`config.mk`:
```
export PLATFORM = sky130hd
export DESIGN_NAME = rtype_sequencer
export DESIGN_NICKNAME = d
export VERILOG_FILES = /design/src/rtl/mips_pkg.sv /design/src/rtl/rtype_decoder.sv /design/src/rtl/rtype_sequencer.sv
export SDC_FILE = /design/constraint.sdc
export NUM_CORES = 1
export LEC_CHECK = 0
export CORE_ASPECT_RATIO = 1.1
export CORE_MARGIN = 2
export CORE_UTILIZATION = 51
export CTS_BUF_LIST = sky130_fd_sc_hd__clkbuf_4
export DETAILED_ROUTE_END_ITERATION = 12
export PLACE_DENSITY_LB_ADDON = 0.15
export SYNTH_ARGS = -nofsm -noshare
export SYNTH_HDL_FRONTEND = slang
export SYNTH_SLANG_ARGS = --single-unit
```
`constraint.sdc`:
```
create_clock -name clk -period 2.2 [get_ports clk]
set_input_delay 0.44 -clock clk [delete_from_list [all_inputs] [get_ports clk]]
set_output_delay 0.44 -clock clk [all_outputs]
set_load 0.01 [all_outputs]
```
`src/rtl/mips_pkg.sv`:
```
// Shared MIPS32 definitions: ALU func codes, R-type funct values, opcode,
// datapath widths and the R-type sequencer state encoding.
package mips_pkg;

    localparam int unsigned INSTR_W = 32;
    localparam int unsigned REG_AW  = 5;
    localparam int unsigned FUNC_W  = 4;
    localparam int unsigned OP_W    = 6;

    // ALU operation select codes
    localparam logic [FUNC_W-1:0] ALU_AND = 4'd0;
    localparam logic [FUNC_W-1:0] ALU_OR  = 4'd1;
    localparam logic [FUNC_W-1:0] ALU_ADD = 4'd2;
    localparam logic [FUNC_W-1:0] ALU_SUB = 4'd6;
    localparam logic [FUNC_W-1:0] ALU_SLT = 4'd7;
    localparam logic [FUNC_W-1:0] ALU_NOR = 4'd12;

    // R-type funct field values
    localparam logic [OP_W-1:0] F_ADD  = 6'h20;
    localparam logic [OP_W-1:0] F_ADDU = 6'h21;
    localparam logic [OP_W-1:0] F_SUB  = 6'h22;
    localparam logic [OP_W-1:0] F_SUBU = 6'h23;
    localparam logic [OP_W-1:0] F_AND  = 6'h24;
    localparam logic [OP_W-1:0] F_OR   = 6'h25;
    localparam logic [OP_W-1:0] F_NOR  = 6'h27;
    localparam logic [OP_W-1:0] F_SLT  = 6'h2A;

    localparam logic [OP_W-1:0] OP_RTYPE = 6'd0;

    typedef enum logic [1:0] {
        IDLE   = 2'd0,
        DECODE = 2'd1,
        EXEC   = 2'd2,
        WB     = 2'd3
    } state_t;

endpackage

```
`src/rtl/rtype_decoder.sv`:
```
// Combinational R-type decoder: splits the instruction into register fields
// and maps funct onto an ALU func code; legal is low for anything that is
// not a supported R-type operation.
// Ports: instr (in, 32) -> rs, rt, rd (5 each), func (4), legal (1).
module rtype_decoder
    import mips_pkg::*;
(
    input  logic [INSTR_W-1:0] instr,
    output logic [REG_AW-1:0]  rs,
    output logic [REG_AW-1:0]  rt,
    output logic [REG_AW-1:0]  rd,
    output logic [FUNC_W-1:0]  func,
    output logic               legal
);

    // shamt plays no part in the supported operations
    logic unused_shamt;
    assign unused_shamt = ^instr[10:6];

    // Field extraction and funct lookup
    always_comb begin
        rs    = instr[25:21];
        rt    = instr[20:16];
        rd    = instr[15:11];
        func  = ALU_AND;
        legal = 1'b0;
        if (instr[31:26] == OP_RTYPE) begin
            legal = 1'b1;
            case (instr[5:0])
                F_ADD, F_ADDU: func = ALU_ADD;
                F_SUB, F_SUBU: func = ALU_SUB;
                F_AND:         func = ALU_AND;
                F_OR:          func = ALU_OR;
                F_NOR:         func = ALU_NOR;
                F_SLT:         func = ALU_SLT;
                default:       legal = 1'b0;
            endcase
        end
    end

endmodule

```
`src/rtl/rtype_sequencer.sv`:
```
// Multi-cycle controller running one R-type instruction at a time through
// DECODE, EXEC and WB on the regfile + ALU datapath.
// Ports: clk, rst_n; instr_valid/instr_ready/instr handshake; alu_zero from
// the ALU; read_address1/2, write_address, func, write_enable to the
// datapath; busy, done, zero_flag, illegal, retired_count status.
module rtype_sequencer
    import mips_pkg::*;
#(
    parameter int unsigned COUNT_W = 16
) (
    input  logic               clk,
    input  logic               rst_n,
    input  logic               instr_valid,
    output logic               instr_ready,
    input  logic [INSTR_W-1:0] instr,
    input  logic               alu_zero,
    output logic [REG_AW-1:0]  read_address1,
    output logic [REG_AW-1:0]  read_address2,
    output logic [REG_AW-1:0]  write_address,
    output logic [FUNC_W-1:0]  func,
    output logic               write_enable,
    output logic               busy,
    output logic               done,
    output logic               zero_flag,
    output logic               illegal,
    output logic [COUNT_W-1:0] retired_count
);

    state_t               state_q, state_d;
    logic [INSTR_W-1:0]   instr_q, instr_d;
    logic                 zero_q, zero_d;

    logic                 ready_d, busy_d, we_d, done_d, illegal_d, zf_d;
    logic [REG_AW-1:0]    ra1_d, ra2_d, wa_d;
    logic [FUNC_W-1:0]    func_d;
    logic [COUNT_W-1:0]   cnt_d;

    logic [INSTR_W-1:0]   dec_in;
    logic [REG_AW-1:0]    dec_rs, dec_rt, dec_rd;
    logic [FUNC_W-1:0]    dec_func;
    logic                 dec_legal;
    logic                 transfer;
    logic                 drive_fields;

    assign transfer = instr_valid && instr_ready;

    // Decode the live word while IDLE so the address registers are already
    // valid in DECODE; afterwards decode the captured copy.
    assign dec_in = (state_q == IDLE) ? instr : instr_q;

    rtype_decoder u_decoder (
        .instr (dec_in),
        .rs    (dec_rs),
        .rt    (dec_rt),
        .rd    (dec_rd),
        .func  (dec_func),
        .legal (dec_legal)
    );

    // Next-state and next-output logic
    always_comb begin
        state_d      = state_q;
        instr_d      = instr_q;
        zero_d       = zero_q;
        drive_fields = 1'b0;
        we_d         = 1'b0;
        done_d       = 1'b0;
        illegal_d    = 1'b0;
        zf_d         = zero_flag;
        cnt_d        = retired_count;
        case (state_q)
            IDLE: begin
                if (transfer) begin
                    state_d      = DECODE;
                    instr_d      = instr;
                    drive_fields = 1'b1;
                end
            end
            DECODE: begin
                if (dec_legal) begin
                    state_d      = EXEC;
                    drive_fields = 1'b1;
                end else begin
                    state_d   = IDLE;
                    illegal_d = 1'b1;
                end
            end
            EXEC: begin
                state_d      = WB;
                drive_fields = 1'b1;
                zero_d       = alu_zero;
                we_d         = (dec_rd != '0);
                done_d       = 1'b1;
            end
            WB: begin
                state_d = IDLE;
                zf_d    = zero_q;
                cnt_d   = retired_count + COUNT_W'(1);
            end
            default: state_d = IDLE;
        endcase
        ra1_d   = drive_fields ? dec_rs   : '0;
        ra2_d   = drive_fields ? dec_rt   : '0;
        wa_d    = drive_fields ? dec_rd   : '0;
        func_d  = drive_fields ? dec_func : '0;
        ready_d = (state_d == IDLE);
        busy_d  = (state_d != IDLE);
    end

    // State and registered outputs; reset discards any in-flight instruction
    always_ff @(posedge clk or negedge rst_n) begin
        if (!rst_n) begin
            state_q       <= IDLE;
            instr_q       <= '0;
            zero_q        <= 1'b0;
            instr_ready   <= 1'b1;
            busy          <= 1'b0;
            read_address1 <= '0;
            read_address2 <= '0;
            write_address <= '0;
            func          <= '0;
            write_enable  <= 1'b0;
            done          <= 1'b0;
            illegal       <= 1'b0;
            zero_flag     <= 1'b0;
            retired_count <= '0;
        end else begin
            state_q       <= state_d;
            instr_q       <= instr_d;
            zero_q        <= zero_d;
            instr_ready   <= ready_d;
            busy          <= busy_d;
            read_address1 <= ra1_d;
            read_address2 <= ra2_d;
            write_address <= wa_d;
            func          <= func_d;
            write_enable  <= we_d;
            done          <= done_d;
            illegal       <= illegal_d;
            zero_flag     <= zf_d;
            retired_count <= cnt_d;
        end
    end

endmodule

```
==> results of run 1 <==
-- flip-flops by register name, summed over array words and instances (netlist names), 2 cells and up --
register and cells:
read_address2 5, instr_q 27, read_address1 5, state_q 2, func 4, retired_count 16, write_address 5
-- per-stage QoR --
| step | total power [mW] | instances | utilization (%) | cell area (sq um) | setup WS (ns) |
|---|---|---|---|---|---|
| 2_1_floorplan | 2.085 | 241 | - | 3062 | 0.5777 |
| 3_3_place_gp | 2.382 | 385 | 67.60 | 3900 | 0.1198 |
| 3_5_place_dp | 2.407 | 385 | 67.60 | 3900 | 0.05004 |
| 4_1_cts | 3.096 | 401 | 69.55 | 4013 | 0.2297 |
| 5_1_grt | 3.258 | 401 | 69.55 | 4013 | 0.1413 |
| 6_report | 3.065 | 401 | 69.55 | 4013 | 0.2605 |
-- logic make-up after synthesis --
logic type | share of synthesized area [%]
AOI/OAI and AO/OA | 6.621
xor gates and xnor gates | 4.291
adders and majority gates | 0.4086
buffers and inverters | 3.024
DFF | 58.07
muxes | 17.65
and+or+nand+nor | 9.930
-- worst max-delay path by stage --
stage | depth (start not counted) | from | slack (ns) | end
floorplan | 5 | state_q[1] | 0.58 | illegal
global placement | 6 | instr[26] | 0.12 | read_address2[3]
detailed placement | 6 | instr[26] | 0.05 | read_address2[2]
CTS | 1 | instr_ready | 0.23 | instr_ready
global route | 5 | state_q[1] | 0.14 | read_address2[2]
finish | 1 | instr_ready | 0.26 | instr_ready
-- cells in the final DEF (no fill, tap or decap), types with 2 or more instances in the layout --
| cell | synthesis | layout |
|---|---|---|
| sky130_fd_sc_hd__mux2_2 | 29 | 29 |
| sky130_fd_sc_hd__clkbuf_4 | 0 | 14 |
| sky130_fd_sc_hd__or2_1 | 2 | 2 |
| sky130_fd_sc_hd__xnor2_1 | 9 | 9 |
| sky130_fd_sc_hd__xor2_1 | 6 | 6 |
| sky130_fd_sc_hd__nor2_1 | 8 | 7 |
| sky130_fd_sc_hd__o21ai_0 | 4 | 4 |
| sky130_fd_sc_hd__buf_12 | 0 | 2 |
| sky130_fd_sc_hd__nor4b_1 | 2 | 2 |
| sky130_fd_sc_hd__nor4_1 | 4 | 4 |
| sky130_fd_sc_hd__a21oi_1 | 3 | 3 |
| sky130_fd_sc_hd__clkinv_1 | 0 | 2 |
| sky130_fd_sc_hd__inv_1 | 5 | 5 |
| sky130_fd_sc_hd__a21o_1 | 2 | 2 |
| sky130_fd_sc_hd__nand2_1 | 14 | 14 |
| sky130_fd_sc_hd__buf_4 | 1 | 9 |
| sky130_fd_sc_hd__nor3_1 | 6 | 5 |
| sky130_fd_sc_hd__clkdlybuf4s50_1 | 0 | 70 |
| sky130_fd_sc_hd__mux2i_1 | 20 | 20 |
| sky130_fd_sc_hd__and3_1 | 4 | 4 |
| sky130_fd_sc_hd__a211oi_1 | 16 | 16 |
| sky130_fd_sc_hd__dfrtp_1 | 70 | 70 |
| sky130_fd_sc_hd__nand3_1 | 9 | 9 |
-- report_power, final --
part / internal [mW] / switching (mW)
combinational: 0.415 / 0.333
sequential: 1.51 / 0.119
clock: 0.291 / 0.400
-- routing by layer --
metal | vias up | part of all wire, % | track usage (%)
met4 | 0 | 0.82 | 6.818
met2 | 48 | 50 | 33.78
li1 | 1022 | - | -
met5 | - | 0 | 0
met3 | 5 | 4.9 | 5.638
met1 | 1058 | 44 | 24.62
-- final cells by class --
type	count	area [sq um]	area share, %
tap	77	96.34	2.401
timing repair buffer	81	808.3	20.14
inverter	5	18.77	0.4677
clock buffer	14	105.1	2.619
sequential	71	1778	44.31
multi-input combinational	151	1199	29.87
clock inverter	2	7.507	0.1871
==> flow_metrics.tcl, run 1 <==
set metrics [dict create \
    timing.hold.worst.class "in -> async" \
    max_cap_viol_count 0 \
    cts_setup_buffers 0 \
    groute.usage.overall_pct 19.96 \
    postcts_resize_cnt 0 \
    cts_buffer_count 9 \
    port_buffers 71 \
    route.final.wire_length_mm 6.074 \
    cells_along_the_critical_path "clkdlybuf4s50_1" \
    route.detailed.vias_per_inst 5.319 \
    synth_warnings 0 \
    globalplace.congestion 0.7905 \
    final_net_count 356 \
    maximum_count_of_clock_buffers_along_a_single_path 2 \
    worstSetupStartpointType "flip-flop" \
    ys_top_cells_by_count "70 x sky130_fd_sc_hd__dfrtp_1, 29 x sky130_fd_sc_hd__mux2_2, 20 x sky130_fd_sc_hd__mux2i_1, 16 x sky130_fd_sc_hd__a211oi_1, 14 x sky130_fd_sc_hd__nand2_1" \
    drtIter0Drc 101 \
    timing.final.setup_violations 0 \
    initial_antenna_violation_count 0 \
    hpwlAfterDp_mm 4.261 \
    post_synth_main_area_contributors "sky130_fd_sc_hd__dfrtp_1 57%, sky130_fd_sc_hd__mux2_2 11%, sky130_fd_sc_hd__mux2i_1 6.5%, sky130_fd_sc_hd__a211oi_1 3.9%, sky130_fd_sc_hd__xnor2_1 2.6%" \
    maxSlewHeadroom_pct 42.70 \
    boundaryPins 77 \
    floorplan.initialDensity_pct 53.07 \
    worst_r2r_startpoint "state_q[1]" \
    drt_pre_antenna_iters 4 \
    cts_sinks 71 \
    fin_worst_skew_ns 0.01177 \
    timing_worst_slew_pin_value_ns 0.8594 \
    post_syn_area_sq_um 3062 \
    worst_ir_drop_vdd_mv 0.4992 \
    min_period_over_period_pct 88.16 \
    outcome "complete, no violations" \
    synth_nets 278 \
    worst_ep_arrival_time_ns 1.50 \
    critical_path.n_buffers_inverters 1 \
    totalNegativeSetupSlack_ns 0 \
    die-height_um 85.27 \
    die_w_um 77.88 \
    postSynthCellCount 241 \
    placement_rows 29 \
    rrSetupSlack_ns 0.30 \
    finalCriticalPeriod_ns 1.939 \
    netlist.top_cell.by_area "sky130_fd_sc_hd__dfrtp_1" \
    final_antenna_net_count 0 \
    mapped_avg_cell_area_sq_um 12.70 \
    synth_top_flop_cell "sky130_fd_sc_hd__dfrtp_1" \
    area_delta_synth_final_pct 31.06 \
    fin_hold_ws_ns 0.1353 \
    synthArstFlopShare_pct 100.0 \
    achievable-frequency_mhz 515.6 \
    finalMaxSlewViolations 0 \
    grt_overflow 0 \
    leakagePower_nw 1.773 \
    worstPathRequired_ns 1.76 \
    grt_first_pass_wirelength_mm 10.15 \
    maximum_number_of_pins_on_one_net_before_global_route_repair 72 \
    worstRegToRegCells 5 \
    drc_violation_count_after_routing 0 \
    synth-seq-cells 71 \
    fillCellCount 445 \
    r2r_end "read_address2[2]" \
    timing_hold_violations_final 0 \
    vias_in_the_first_global_route 2169 \
    vias 2133 \
    crit_fanout 3 \
    cts.hold.buffers_added 0 \
    cts_root_buffer "sky130_fd_sc_hd__clkbuf_4" \
    clk_pin_slew_worst_paths_ns 0.10 \
    drt-wirelength-per-cell_um 15.15 \
    dominant_delay_contributor_by_cell_family_on_the_critical_path "flip-flops" \
    cp-end-kind "output port" \
    critical_path_type "reg -> out" \
    final_layout_size_suffix_gt1_share_pct 19.14 \
    rsz_0062_raised_after_global_routing "no" \
    yosysTopAreaCellShare_pct 57.21 \
    number_of_flops_mapped_to_enable_cells_by_yosys 0 \
    synth_seq_area_share_pct 58.07 \
    core_region_area_sq_um 5769 \
    crit_path_top_delay_cell "sky130_fd_sc_hd__dfstp_2" \
    count_of_cell_types_in_the_netlist 36 \
    cts-htree-levels 3 \
    cellPowerDensity_nw_per_um2 763.9 \
    num_antenna_cells 0 \
    tritoncts "built" \
    timing.critical_path.slowest_cell_delay_ns 0.55 \
    dieArea_sq_um 6640 \
    synth_most_common_cell "sky130_fd_sc_hd__dfrtp_1" \
    insertion_delay_ns 0.40 \
]
Power figures use the tool's default switching activity.
==> inputs of run 2 (changes only) <==
--- a/config.mk
+++ b/config.mk
@@ -7,10 +7,11 @@
 export LEC_CHECK = 0
 export CORE_ASPECT_RATIO = 1.1
 export CORE_MARGIN = 2
-export CORE_UTILIZATION = 51
+export CORE_UTILIZATION = 52
 export CTS_BUF_LIST = sky130_fd_sc_hd__clkbuf_4
 export DETAILED_ROUTE_END_ITERATION = 12
 export PLACE_DENSITY_LB_ADDON = 0.15
 export SYNTH_ARGS = -nofsm -noshare
 export SYNTH_HDL_FRONTEND = slang
+export SYNTH_HIERARCHICAL = 1
 export SYNTH_SLANG_ARGS = --single-unit
==> flow_metrics.tcl, run 2 <==
set metrics [dict create \
    outcome "complete, but fails checks" \
    failed_checks "setup timing" \
    maximum_number_of_pins_on_one_net_before_global_route_repair 53 \
    fin_hold_ws_ns 0.04532 \
    maximum_count_of_clock_buffers_along_a_single_path 2 \
    cts-htree-levels 3 \
    area_delta_synth_final_pct 30.11 \
    post_syn_area_sq_um 3224 \
    vias_in_the_first_global_route 2333 \
    worstPathRequired_ns 2.55 \
    boundaryPins 77 \
    worstSetupStartpointType "flip-flop" \
    tritoncts "built" \
    worst_r2r_startpoint "state_q[0]" \
    power.total_mw 3.002 \
    placement_rows 30 \
    cp-end-kind "flip-flop" \
    num_antenna_cells 0 \
    port_buffers 71 \
    timing.final.setup_violations 21 \
    largest_register "instr_q" \
    timing.hold.worst.class "in -> async" \
    rrSetupSlack_ns -0.27 \
    preCtsSetupSlack_ns -0.4341 \
    finalCriticalPeriod_ns 2.474 \
    postLayoutCoreUtil_pct 68.99 \
    floorplan.initialDensity_pct 53.02 \
    drc_violation_count_after_routing 0 \
    insertion_delay_ns 0.41 \
    min_period_over_period_pct 112.5 \
    core_region_area_sq_um 6081 \
    totalNegativeSetupSlack_ns -5.292 \
    worst_ep_arrival_time_ns 2.82 \
    r2r_end "func[1]" \
    timing_hold_violations_final 0 \
    route.final.wire_length_mm 5.961 \
    cts_root_buffer "sky130_fd_sc_hd__clkbuf_4" \
    top_regs "instr_q (27), retired_count (16)" \
    worst_ir_drop_vdd_mv 0.3782 \
    finalMaxSlewViolations 0 \
    timing_worst_slew_pin_value_ns 0.6344 \
    achievable-frequency_mhz 404.2 \
    drt_pre_antenna_iters 4 \
    drt-wirelength-per-cell_um 12.99 \
    rsz_0062_raised_after_global_routing "yes" \
    mostFrequentLayoutCell "sky130_fd_sc_hd__nand2_1" \
    synth_nets 334 \
    fin_worst_skew_ns 0.01266 \
    crit_fanout 17 \
    grt_overflow 0 \
    vias 2269 \
    final_layout_size_suffix_gt1_share_pct 21.90 \
    cellPowerDensity_nw_per_um2 715.5 \
    initial_antenna_violation_count 0 \
    cts.hold.buffers_added 0 \
    grt_first_pass_wirelength_mm 10.59 \
    die_w_um 79.08 \
    flip_flop_count_of_the_largest_register_all_copies_and_words_added 27 \
    layout_common_cells "89 x sky130_fd_sc_hd__nand2_1, 70 x sky130_fd_sc_hd__clkdlybuf4s50_1, 69 x sky130_fd_sc_hd__dfrtp_1, 29 x sky130_fd_sc_hd__mux2_2, 21 x sky130_fd_sc_hd__buf_4" \
    cts_buffer_count 9 \
    dominant_delay_contributor_by_cell_family_on_the_critical_path "simple AND/OR/NAND/NOR gates" \
    route.detailed.vias_per_inst 4.943 \
    leakagePower_nw 2.002 \
    final_net_count 412 \
    drtIter0Drc 63 \
    clk_pin_slew_worst_paths_ns 0.11 \
    critical_path.n_buffers_inverters 2 \
    hpwlAfterDp_mm 4.289 \
    globalplace.congestion 0.7358 \
    dieArea_sq_um 6847 \
    groute.usage.overall_pct 20.07 \
    max_cap_viol_count 0 \
    postSynthCellCount 297 \
    crit_path_top_delay_cell "sky130_fd_sc_hd__or4b_4" \
    setup_slack_ns -0.2743 \
    timing.critical_path.slowest_cell_delay_ns 0.57 \
    critical_path_type "reg -> reg" \
    worstRegToRegCells 9 \
    cells_along_the_critical_path "nor2_4 > buf_6 > mux2_4 > or4b_4 > a2111oi_4 > nand3b_1 > nand3_2 > buf_12 > and2_1" \
    final_antenna_net_count 0 \
    cts_sinks 71 \
    die-height_um 86.59 \
    mapped_avg_cell_area_sq_um 10.86 \
    maxSlewHeadroom_pct 57.71 \
    synth_warnings 6 \
]
run 2: stage by stage:
step	instances	cell area (sq um)
2_1_floorplan	297	3279
6_report	459	4195
3_3_place_gp	444	4081
5_1_grt	459	4195
4_1_cts	460	4207
3_5_place_dp	444	4081
run 2: what timing repair did:
item / in CTS / in global routing
setup endpoints to repair: 21 / 23
resized for setup: 4 / 0
pin swaps: 2 / 0
setup buffers: 1 / 0
run 2: area by class of cell:
class | count | area [sq um]
multi-input combinational | 195 | 1299
timing repair buffer | 94 | 900.9
sequential | 71 | 1779
inverter | 4 | 15.01
clock buffer | 10 | 75.07
clock inverter | 5 | 26.28
fill | 480 | 1886
tap | 80 | 100.1
run 2: metal layers:
| metal | global-route usage [%] | share of wire [%] | up-vias |
|---|---|---|---|
| met1 | 25.48 | 45 | 1095 |
| met5 | 0 | 0 | - |
| met3 | 3.854 | 4.4 | 15 |
| met4 | 10.50 | 2.4 | 0 |
| met2 | 32.74 | 48 | 51 |
| li1 | - | - | 1108 |
run 2: worst max path at each step:
stage,from,end,depth (start not counted)
finish,state_q[0],func[1],9
global route,state_q[0],func[1],9
CTS,state_q[0],func[1],9
detailed placement,instr[26],read_address1[0],8
global placement,instr[26],func[1],8
floorplan,state_q[0],func[3],9
run 2: report_power, final:
part	internal [mW]	switching [mW]
Clock	0.229	0.426
Sequential	1.49	0.0895
Combinational	0.418	0.345
Total	2.14	0.861
==> inputs of run 3 (changes only) <==
--- a/config.mk
+++ b/config.mk
@@ -5,6 +5,7 @@
 export SDC_FILE = /design/constraint.sdc
 export NUM_CORES = 1
 export LEC_CHECK = 0
+export CAP_MARGIN = 20
 export CORE_ASPECT_RATIO = 1.1
 export CORE_MARGIN = 2
 export CORE_UTILIZATION = 52
==> results of run 3 <==
Same layout as run 2: the final DEF is identical, and so are final timing and power.
